==> src/rtl/ps2_mouse_position.sv <==
// Receive-only PS/2 mouse decoder: filters the device clock, frames 11-bit bytes,
// assembles 3-byte stream packets and keeps saturating 8-bit absolute X/Y.
//
// state  | meaning
// IDLE   | waiting for a start bit (data=0 on a falling filtered clock)
// DATA   | shifting in 8 data bits, LSB first
// PARITY | capturing the odd-parity bit
// STOP   | checking stop bit and parity, then handing the byte to the packet logic
module ps2_mouse_position #(
  parameter int         FILTER_LEN     = 8,
  parameter int         TIMEOUT_CYCLES = 50000,
  parameter logic [7:0] X_INIT         = 8'h80,
  parameter logic [7:0] Y_INIT         = 8'h80
) (
  input  logic       clock,
  input  logic       reset,
  input  logic       ps2_clk,
  input  logic       ps2_data,
  output logic [7:0] XPosition,
  output logic [7:0] YPosition,
  output logic [2:0] buttons,
  output logic       packet_valid,
  output logic       frame_error
);

  localparam int FW = $clog2(FILTER_LEN + 1);
  localparam int TW = $clog2(TIMEOUT_CYCLES + 1);

  typedef enum logic [1:0] {IDLE, DATA, PARITY, STOP} state_t;

  logic [1:0]    clk_sync, data_sync;
  logic          clk_filt, sample_evt, sample_bit;
  logic [FW-1:0] filt_cnt;

  state_t        state, state_nxt;
  logic [2:0]    bit_cnt, bit_cnt_nxt;
  logic [7:0]    shift, shift_nxt;
  logic          par, par_nxt;
  logic [TW-1:0] timer, timer_nxt;
  logic [1:0]    idx, idx_nxt;
  logic [6:0]    hdr, hdr_nxt;
  logic [7:0]    dx_byte, dx_byte_nxt;
  logic [7:0]    x_nxt, y_nxt;
  logic [2:0]    btn_nxt;
  logic          pv_nxt, fe_nxt;
  logic          timed_out, frame_good;

  always_ff @(posedge clock or negedge reset) begin
    if (!reset) begin
      clk_sync  <= 2'b11;
      data_sync <= 2'b11;
    end else begin
      clk_sync  <= {clk_sync[0], ps2_clk};
      data_sync <= {data_sync[0], ps2_data};
    end
  end

  // The strobe fires the cycle after the filtered level commits to 0, with the data
  // sample taken from the same synchronised cycle as the committing clock sample.
  always_ff @(posedge clock or negedge reset) begin
    if (!reset) begin
      clk_filt   <= 1'b1;
      filt_cnt   <= '0;
      sample_evt <= 1'b0;
      sample_bit <= 1'b1;
    end else begin
      sample_evt <= 1'b0;
      sample_bit <= data_sync[1];
      if (clk_sync[1] == clk_filt) begin
        filt_cnt <= '0;
      end else if (filt_cnt == FW'(FILTER_LEN - 1)) begin
        clk_filt   <= clk_sync[1];
        filt_cnt   <= '0;
        sample_evt <= clk_filt;
      end else begin
        filt_cnt <= filt_cnt + FW'(1);
      end
    end
  end

  function automatic logic signed [9:0] delta(input logic sgn, input logic ovf,
                                               input logic [7:0] mag);
    if (ovf) return sgn ? -10'sd256 : 10'sd255;
    return $signed({sgn, sgn, mag});
  endfunction

  function automatic logic [7:0] clamp(input logic [7:0] pos, input logic signed [9:0] d);
    logic signed [9:0] sum;
    sum = $signed({2'b00, pos}) + d;
    if (sum < 10'sd0) return 8'h00;
    if (sum > 10'sd255) return 8'hFF;
    return sum[7:0];
  endfunction

  assign timed_out  = (timer == '0);
  assign frame_good = sample_bit && (^{shift, par});

  // hdr = {Yovf, Xovf, Ysign, Xsign, M, R, L}
  always_comb begin
    state_nxt   = state;
    bit_cnt_nxt = bit_cnt;
    shift_nxt   = shift;
    par_nxt     = par;
    idx_nxt     = idx;
    hdr_nxt     = hdr;
    dx_byte_nxt = dx_byte;
    x_nxt       = XPosition;
    y_nxt       = YPosition;
    btn_nxt     = buttons;
    pv_nxt      = 1'b0;
    fe_nxt      = 1'b0;
    timer_nxt   = timed_out ? timer : timer - TW'(1);
    if (sample_evt) timer_nxt = TW'(TIMEOUT_CYCLES);

    case (state)
      IDLE: begin
        if (sample_evt) begin
          if (!sample_bit) begin
            state_nxt   = DATA;
            bit_cnt_nxt = 3'd0;
          end
        end else if (timed_out && idx != 2'd0) begin
          idx_nxt = 2'd0;
        end
      end
      DATA: begin
        if (sample_evt) begin
          shift_nxt   = {sample_bit, shift[7:1]};
          bit_cnt_nxt = bit_cnt + 3'd1;
          if (bit_cnt == 3'd7) state_nxt = PARITY;
        end else if (timed_out) begin
          state_nxt = IDLE;
          fe_nxt    = 1'b1;
          idx_nxt   = 2'd0;
        end
      end
      PARITY: begin
        if (sample_evt) begin
          par_nxt   = sample_bit;
          state_nxt = STOP;
        end else if (timed_out) begin
          state_nxt = IDLE;
          fe_nxt    = 1'b1;
          idx_nxt   = 2'd0;
        end
      end
      STOP: begin
        if (sample_evt) begin
          state_nxt = IDLE;
          if (!frame_good) begin
            fe_nxt  = 1'b1;
            idx_nxt = 2'd0;
          end else begin
            case (idx)
              2'd0: begin
                if (!shift[3]) begin
                  fe_nxt = 1'b1;
                end else begin
                  hdr_nxt = {shift[7:4], shift[2:0]};
                  idx_nxt = 2'd1;
                end
              end
              2'd1: begin
                dx_byte_nxt = shift;
                idx_nxt     = 2'd2;
              end
              default: begin
                x_nxt   = clamp(XPosition, delta(hdr[3], hdr[5], dx_byte));
                y_nxt   = clamp(YPosition, delta(hdr[4], hdr[6], shift));
                btn_nxt = hdr[2:0];
                pv_nxt  = 1'b1;
                idx_nxt = 2'd0;
              end
            endcase
          end
        end else if (timed_out) begin
          state_nxt = IDLE;
          fe_nxt    = 1'b1;
          idx_nxt   = 2'd0;
        end
      end
      default: state_nxt = IDLE;
    endcase
  end

  always_ff @(posedge clock or negedge reset) begin
    if (!reset) begin
      state        <= IDLE;
      bit_cnt      <= 3'd0;
      shift        <= 8'h00;
      par          <= 1'b0;
      timer        <= '0;
      idx          <= 2'd0;
      hdr          <= 7'h00;
      dx_byte      <= 8'h00;
      XPosition    <= X_INIT;
      YPosition    <= Y_INIT;
      buttons      <= 3'b000;
      packet_valid <= 1'b0;
      frame_error  <= 1'b0;
    end else begin
      state        <= state_nxt;
      bit_cnt      <= bit_cnt_nxt;
      shift        <= shift_nxt;
      par          <= par_nxt;
      timer        <= timer_nxt;
      idx          <= idx_nxt;
      hdr          <= hdr_nxt;
      dx_byte      <= dx_byte_nxt;
      XPosition    <= x_nxt;
      YPosition    <= y_nxt;
      buttons      <= btn_nxt;
      packet_valid <= pv_nxt;
      frame_error  <= fe_nxt;
    end
  end

endmodule

==> config.mk <==
export PLATFORM = sky130hd
export DESIGN_NAME = ps2_mouse_position
export DESIGN_NICKNAME = d
export VERILOG_FILES = /design/src/rtl/ps2_mouse_position.sv
export SDC_FILE = /design/constraint.sdc
export NUM_CORES = 1
export LEC_CHECK = 0
export ABC_AREA = 1
export CAP_MARGIN = 0
export CORE_MARGIN = 2
export CORE_UTILIZATION = 60
export DETAILED_ROUTE_END_ITERATION = 10
export PLACE_DENSITY = 0.89
export SYNTH_ARGS = -nofsm -noshare
export SYNTH_HDL_FRONTEND = slang
export SYNTH_SLANG_ARGS = --single-unit
export TNS_END_PERCENT = 10
==> constraint.sdc <==
create_clock -name clock -period 6.3 [get_ports clock]
set_clock_uncertainty 0.05 [all_clocks]
set_input_delay 1.26 -clock clock [delete_from_list [all_inputs] [get_ports clock]]
set_output_delay 1.26 -clock clock [all_outputs]
set_load 0.02 [all_outputs]
==> results of run 1 <==
==> final timing paths <==
check,end,slack [ns],cells after the start,from
setup / recovery,YPosition[7],3.47,1,YPosition[7]
hold / removal,data_sync[1],0.31,0,data_sync[0]
setup reg to reg,YPosition[2],3.57,13,hdr[4]
hold reg to reg,data_sync[1],0.31,0,data_sync[0]
max in group asynchronous,shift[7],4.58,1,reset
min in group asynchronous,frame_error,1.01,1,reset
==> power by group <==
| part | internal (W) | switching (W) | leakage, nW | total, W |
|---|---|---|---|---|
| sequential | 0.000577 | 0.0000551 | 1.04 | 0.000632 |
| combinational | 0.0000969 | 0.000165 | 1.45 | 0.000262 |
| clock | 0.000315 | 0.000182 | 0.134 | 0.000497 |
| total | 0.000989 | 0.000402 | 2.63 | 0.00139 |
==> layout make-up <==
| cell class | instances | area [µm²] |
|---|---|---|
| well taps | 99 | 124 |
| inverters | 72 | 275 |
| multi-input cells | 406 | 2170 |
| clock inverters | 5 | 129 |
| flip-flops and latches | 79 | 1990 |
| clock buffers | 11 | 141 |
| repair buffers | 24 | 238 |
| fillers | 592 | 2190 |
==> state kept, by name (all words and copies together) (netlist names), 2 cells and up <==
signal and cells:
state 2, YPosition 8, clk_sync 2, filt_cnt 4, XPosition 8, shift 8
hdr 7, bit_cnt 3, data_sync 2, dx_byte 8, idx 2, buttons 3
timer 16
==> kinds of logic (layout without fill, tap and decap cells) <==
family	Yosys count	in the layout	synth area share, %
AND/OR/NAND/NOR	252	252	23.3
AO/OA/AOI/OAI	101	101	11.9
buffers and inverters	82	112	7.72
flip-flops	79	79	44.1
adder cells (fa/ha/maj)	28	28	8.11
XOR/XNOR	25	25	4.86
==> per-stage QoR <==
step                power, W  util (%)
finish               0.00139      69.8
global route         0.00147      69.8
CTS                  0.00140      69.8
detailed placement  0.000897      66.1
global placement    0.000879      66.1
floorplan           0.000831         -
==> layer usage <==
metal | share of wire (%) | GRT usage, % | vias up
met5 | 0 | 0 | -
met4 | 1.1 | 6.79 | 0
met3 | 4.6 | 4.42 | 12
met2 | 49 | 38.9 | 82
met1 | 45 | 30.5 | 1691
li1 | - | - | 1865
==> synth_stat cells (all sizes together), types with 2 or more instances <==
master	n	area (µm²)
xnor2	10	87.6
nand3	25	138
dfstp	8	210
nor2	55	209
dfrtp	71	1780
nand4	7	58.8
buf	7	61.3
ha	26	325
o21ai	56	303
fa	2	40.0
clkbuf	3	11.3
nand2	156	591
nor3	5	25.0
inv	72	275
a21oi	40	200
nand3b	2	15.0
xor2	15	131
==> out/metrics.yaml, run 1 <==
outcome: "finished clean"
cts_tree: "built"
timing.final.ws_setup_ns: 3.47
cp_top_family: "buffers and inverters"
yosysSeqAreaShare_pct: 44.1
max_slew_margin_pct: 36.7
gp_congestion: 0.928
cts_buffers: 9
synthToLayoutAreaGrowth_pct: 12.4
finalCritPeriodShare_pct: 44.9
ctsResizeCount: 0
synth.cell_area_mm2: 0.00451
dieHeight_um: 90.7
worstHoldPathType: "reg -> reg"
clkLatencyLatePin_ns: 0.35
hold_buffers: 0
period_needed_ns: 2.83
drt-pass1-iter-count: 4
whs_ns: 0.309
final_common_cell: "nand2_1"
crit_buf_inv: 1
dp_cells: 680
clock.fmax_ghz: 0.354
wl_per_cell_um: 12.7
synth-edff-count: 0
vias: 3650
rsz0062_at_grt: "false"
grt_max_degree: 80
globalRouteOverflowTotal: 0
ys.flop_type: "dfrtp_1"
cap_violations: 0
vias_per_cell: 5.24
cellLeakagePower_nw: 2.63
pre_cts_ws_ns: 3.59
synth_cells: 567
power_density_mw_per_mm2: 275
worst_pin_slew_ns: 0.949
synth.net_count: 599
htreeDepth: 3
critPathArrivalTime_ns: 1.52
yosys_warnings: 0
rows: 31
io_pins: 25
cp_slowest_cell: "clkdlybuf4s50_1"
crit_chain: "clkdlybuf4s50_1"
slowest_delay_ns: 0.61
cts.sinks: 79
netlist-cell-type-count: 35
layout.nets: 624
crit_type: "reg -> out"
fp.dieW_um: 90.7
hpwl_um: 6170
cp.required_ns: 4.99
crit_path_max_fanout: 3
final_cell_mix: "154 x nand2_1, 71 x dfrtp_1, 69 x inv_1, 54 x nor2_1, 42 x o21ai_0"
grt_pass1_wl_um: 15600
hold_viol_final: 0
core_area_mm2: 0.00725
cts_setup_buffers: 0
dieArea_mm2: 0.00822
initial_utilization_pct: 62.1
layout-drive-gt1-share_pct: 6.53
n_antenna_cell: 0
setup_viol: 0
critPathCaptureType: "output port"
post_synth.cell_area_avg_um2: 7.95
synthArstFlopShare_pct: 100
ir_drop_v: 0.000242
drt-total-wl_um: 8840
drv_slew: 0
io_buffers: 24
antenna_found_initial: 0
placed_cell_area_mm2: 0.00480
clockBufferDepth: 2
first_iter_violations: 224
ant_nets: 0
cp-start-kind: "flop"
grt_usage_pct: 23.1
final_area_mm2: 0.00507
route.detailed.drc: 0
grt_pass1_vias: 3515
cts_root_buffer: "clkbuf_8"
clk_pin_slew_worst_paths_ns: 0.08
instances_no_fill: 696
yosys_register_bits: 79
setup-tns-final_ns: 0
(Power assumes the default switching activity.)
==> run 2: changes to the inputs <==
Clock period 6.3 ns to 2.7 ns, I/O delays scaled along.
==> run 2 against run 1 <==
Register-to-register slack worse by 3.3 ns. Sequential power is 130% higher. Combinational power rose by 130%. First-iteration DRC count rose by 18%. Die area unchanged. Non-clock buffer count is 3 higher. Critical path depth rose by 13. Utilization fell by 0.26 points. Power up 120%. Design area decreased by 0.37%. Routed wire length increased by 5.8%. Count of clock-buffer cells in the layout up 1.
==> out/metrics.yaml, run 2 (synthesized netlist as in run 1, its figures left out) <==
outcome: "finished clean"
final_cell_mix: "154 x nand2_1, 70 x dfrtp_1, 68 x inv_1, 54 x nor2_1, 42 x o21ai_0"
dieHeight_um: 90.7
hpwl_um: 6640
cp.required_ns: 2.95
cts.sinks: 79
layout-drive-gt1-share_pct: 7.17
grt_max_degree: 43
ant_nets: 0
hold_buffers: 0
met2_usage_pct: 42.0
grt_use_met3_pct: 3.92
power_density_mw_per_mm2: 606
initial_utilization_pct: 62.1
vias: 3767
clock.fmax_ghz: 0.412
cts_root_buffer: "clkbuf_8"
grt_pass1_vias: 3743
drv_slew: 0
first_iter_violations: 264
whs_ns: 0.0875
grt_pass1_wl_um: 16800
critPathArrivalTime_ns: 2.68
antenna_found_initial: 0
fp.dieW_um: 90.7
ctsResizeCount: 0
grt_use_met1_pct: 32.5
route.detailed.drc: 0
crit_type: "reg -> reg"
finalCritPeriodShare_pct: 89.9
setup-tns-final_ns: 0
gp_congestion: 0.873
cts_buffers: 9
drt-total-wl_um: 9350
io_buffers: 24
worstHoldPathType: "in -> async"
crit_path_max_fanout: 10
max_slew_margin_pct: 68.4
hold_viol_final: 0
globalRouteOverflowTotal: 0
largest-register: "timer"
io_pins: 25
p_int_w: 0.00212
cp-start-kind: "flop"
ir_drop_v: 0.000662
cellLeakagePower_nw: 2.62
htreeDepth: 3
wl_per_cell_um: 13.4
rows: 31
n_antenna_cell: 0
final_common_cell: "nand2_1"
p_sw_w: 0.000940
rsz0062_at_grt: "false"
pwr-share-comb_pct: 20.0
seqPwrFrac_pct: 48.3
cts_tree: "built"
clkLatencyLatePin_ns: 0.35
switching_share_pct: 30.7
clockBufferDepth: 2
layout.nets: 627
clk_pin_slew_worst_paths_ns: 0.09
vias_per_cell: 5.39
synthToLayoutAreaGrowth_pct: 12.0
critPathCaptureType: "flop"
dieArea_mm2: 0.00822
placed_cell_area_mm2: 0.00483
final_area_mm2: 0.00505
largest_reg_flops: 16
setup_viol: 0
cts_setup_buffers: 0
reg2reg_depth: 14
cap_violations: 0
grt-busiest-layer: "met2"
core_area_mm2: 0.00725
worst_pin_slew_ns: 0.474
grt_usage_pct: 25.1
period_needed_ns: 2.43
drt-pass1-iter-count: 5
clkPwrFrac_pct: 31.7
## run 2: path summary, 6_finish.rpt
check                             start      endpoint  slack, ns
max                              hdr[5]  XPosition[7]       0.27
min                               reset      timer[9]       0.09
max reg2reg                      hdr[5]  XPosition[7]       0.27
min reg2reg                data_sync[0]  data_sync[1]       0.31
max in group asynchronous         reset  YPosition[7]       1.87
min in group clock         data_sync[0]  data_sync[1]       0.31
## run 2: area by class of cell
cell class                      count  area [µm²]
Sequential cell                    79        1990
Clock inverter                      4        70.1
Clock buffer                       12         145
Fill cell                         574        2210
Tap cell                           99         124
Multi-Input combinational cell    406        2170
Timing Repair Buffer               27         273
Inverter                           72         275
## run 2: power groups by stage
stage | registers (W) | clock network, W | logic (W)
after floorplan | 0.00146 | 0 | 0.000475
after global placement | 0.00149 | 0 | 0.000569
after detailed placement | 0.00149 | 0 | 0.000609
after CTS | 0.00148 | 0.000981 | 0.000612
after global routing | 0.00150 | 0.00103 | 0.000716
final | 0.00148 | 0.000969 | 0.000612
## run 2: critical path: stages (launching register included)
cell     delay, ns
dfrtp_2       0.47
nand2_1       0.13
inv_2         0.14
nor2_1        0.06
ha_1          0.20
fa_1          0.41
nand3_1       0.10
nand2_1       0.10
nand4_1       0.11
nand3_1       0.07
nand2_1       0.18
inv_1         0.08
a21oi_1       0.14
nand2_1       0.07
nand2_1       0.06
## run 2: per-layer routing
layer / wire [µm] / up-vias
met1: 4140 / 1776
met5: 0 / -
met4: 192 / 0
met2: 4620 / 105
li1: - / 1868
met3: 394 / 18
## run 2: stage by stage
stage	total power [W]	setup WS, ns	cells	utilization [%]
after floorplan	0.00194	0.399	567	-
final	0.00306	0.273	699	69.6
after CTS	0.00307	0.119	699	69.6
after global placement	0.00206	0.395	683	66.6
after detailed placement	0.00210	0.163	683	66.6
after global routing	0.00325	0.0165	699	69.6
==> run 3: changes to the inputs <==
Settings changed: PLACE_DENSITY 0.89 to 0.78.
==> run 3 against run 2 <==
Power decreased by 6.0%. Non-clock buffer count did not move. Combinational power is 2% lower.
==> out/metrics.yaml, run 3 (synthesized netlist as in run 1, its figures left out) <==
core_area_mm2: 0.00725
slowest_delay_ns: 0.41
grt_pass1_vias: 3505
drt-pass1-iter-count: 4
largest-register: "timer"
ctsResizeCount: 0
hpwl_um: 6140
crit_type: "reg -> reg"
clockBufferDepth: 2
placed_cell_area_mm2: 0.00483
grt_usage_pct: 23.0
io_pins: 25
globalRouteOverflowTotal: 0
regToRegEndpoint: "YPosition[5]"
max_slew_margin_pct: 63.5
cp_slowest_cell: "dfrtp_1"
cts_root_buffer: "clkbuf_8"
critPathCaptureType: "flop"
wl_per_cell_um: 12.2
synthToLayoutAreaGrowth_pct: 11.0
crit_path_max_fanout: 8
n_antenna_cell: 0
cts_buffers: 9
route.detailed.drc: 0
endpoint: "YPosition[5]"
initial_utilization_pct: 62.1
dieHeight_um: 90.7
cellLeakagePower_nw: 2.60
worstHoldPathType: "in -> async"
cts.sinks: 79
layout.nets: 627
clock.fmax_ghz: 0.414
cp.required_ns: 2.95
hold_viol_final: 0
drv_slew: 0
clk_pin_slew_worst_paths_ns: 0.08
utilization_pct: 69.0
final_area_mm2: 0.00500
crit_chain: "nand2_1 -> inv_1 -> a21oi_1 -> ha_1 -> fa_1 -> nand3_1 -> nand2_1 -> nand3_1 -> nand2_1 -> xnor2_1 -> buf_4 -> a21oi_1 -> nand2_1 -> nand2_1"
setup_viol: 0
critPathArrivalTime_ns: 2.66
drt-total-wl_um: 8490
r2r_slack_ns: 0.29
grt_pass1_wl_um: 15300
largest_reg_flops: 16
grt_max_degree: 45
finalCritPeriodShare_pct: 89.4
fp.dieW_um: 90.7
rsz0062_at_grt: "false"
power.total_w: 0.00288
io_buffers: 24
rows: 31
setup-tns-final_ns: 0
ir_drop_v: 0.000345
power_density_mw_per_mm2: 575
vias_per_cell: 5.25
cts_setup_buffers: 0
outcome: "finished clean"
dieArea_mm2: 0.00822
first_iter_violations: 180
htreeDepth: 3
antenna_found_initial: 0
cp-start-kind: "flop"
final_cell_mix: "154 x nand2_1, 70 x dfrtp_1, 69 x inv_1, 54 x nor2_1, 42 x o21ai_0"
final_common_cell: "nand2_1"
reg2reg_depth: 14
clkLatencyLatePin_ns: 0.35
worst_pin_slew_ns: 0.548
cap_violations: 0
period_needed_ns: 2.41
reg2reg_from: "hdr[4]"
hold_buffers: 0
vias: 3668
cts_tree: "built"
layout-drive-gt1-share_pct: 6.50
ant_nets: 0
cpMostUsedCell: "nand2_1"
cp-startpoint: "hdr[4]"
gp_congestion: 0.927
run 3: cell count changes in the layout (fill, tap and decap cells not counted), sizes merged:
cell    change
clkinv      -2
clkbuf      +4
bufinv      -2
run 3: cell type report:
type	instances	area, µm²
inverters	72	275
flip-flops and latches	79	1990
well taps	99	124
fillers	593	2250
multi-input cells	406	2170
clock buffers	16	170
repair buffers	27	273
run 3: worst min-delay path by stage:
stage | startpoint | endpoint | slack (ns)
2_1_floorplan | reset | XPosition[0] | 0.19
3_3_place_gp | data_sync[0] | data_sync[1] | 0.30
3_5_place_dp | data_sync[1] | sample_bit | 0.30
4_1_cts | reset | XPosition[3] | 0.14
5_1_grt | reset | XPosition[3] | 0.17
6_report | reset | XPosition[3] | 0.13
run 3: per-stage QoR:
| stage | setup WS [ns] | cells | hold WS [ns] |
|---|---|---|---|
| 4_1_cts | 0.242 | 699 | 0.137 |
| 2_1_floorplan | 0.399 | 567 | 0.194 |
| 3_3_place_gp | 0.345 | 683 | 0.296 |
| 6_report | 0.285 | 699 | 0.129 |
| 5_1_grt | 0.0126 | 699 | 0.171 |
| 3_5_place_dp | 0.259 | 683 | 0.301 |
run 3: worst max-delay path, delay by kind of cell, from the launching register on:
family          cells  cell delay [ns]
fa+ha+maj           2             0.63
flops               1             0.41
compound gates      2             0.22
simple gates        7             0.59
xor+xnor            1             0.13
buf+inv             2             0.34
run 3: report_power, final:
| part | total (W) | internal [W] | switching [W] |
|---|---|---|---|
| Sequential | 0.00148 | 0.00135 | 0.000129 |
| Clock | 0.000805 | 0.000388 | 0.000417 |
| Combinational | 0.000597 | 0.000228 | 0.000369 |
run 3: routing by layer:
metal	share of wire, %	wire [µm]	track usage [%]	up-vias
met2	46	3900	38.6	69
met5	0	0	0	-
met4	2.3	198	9.10	0
li1	-	-	-	1876
met3	3.4	289	3.84	22
met1	48	4100	29.8	1701
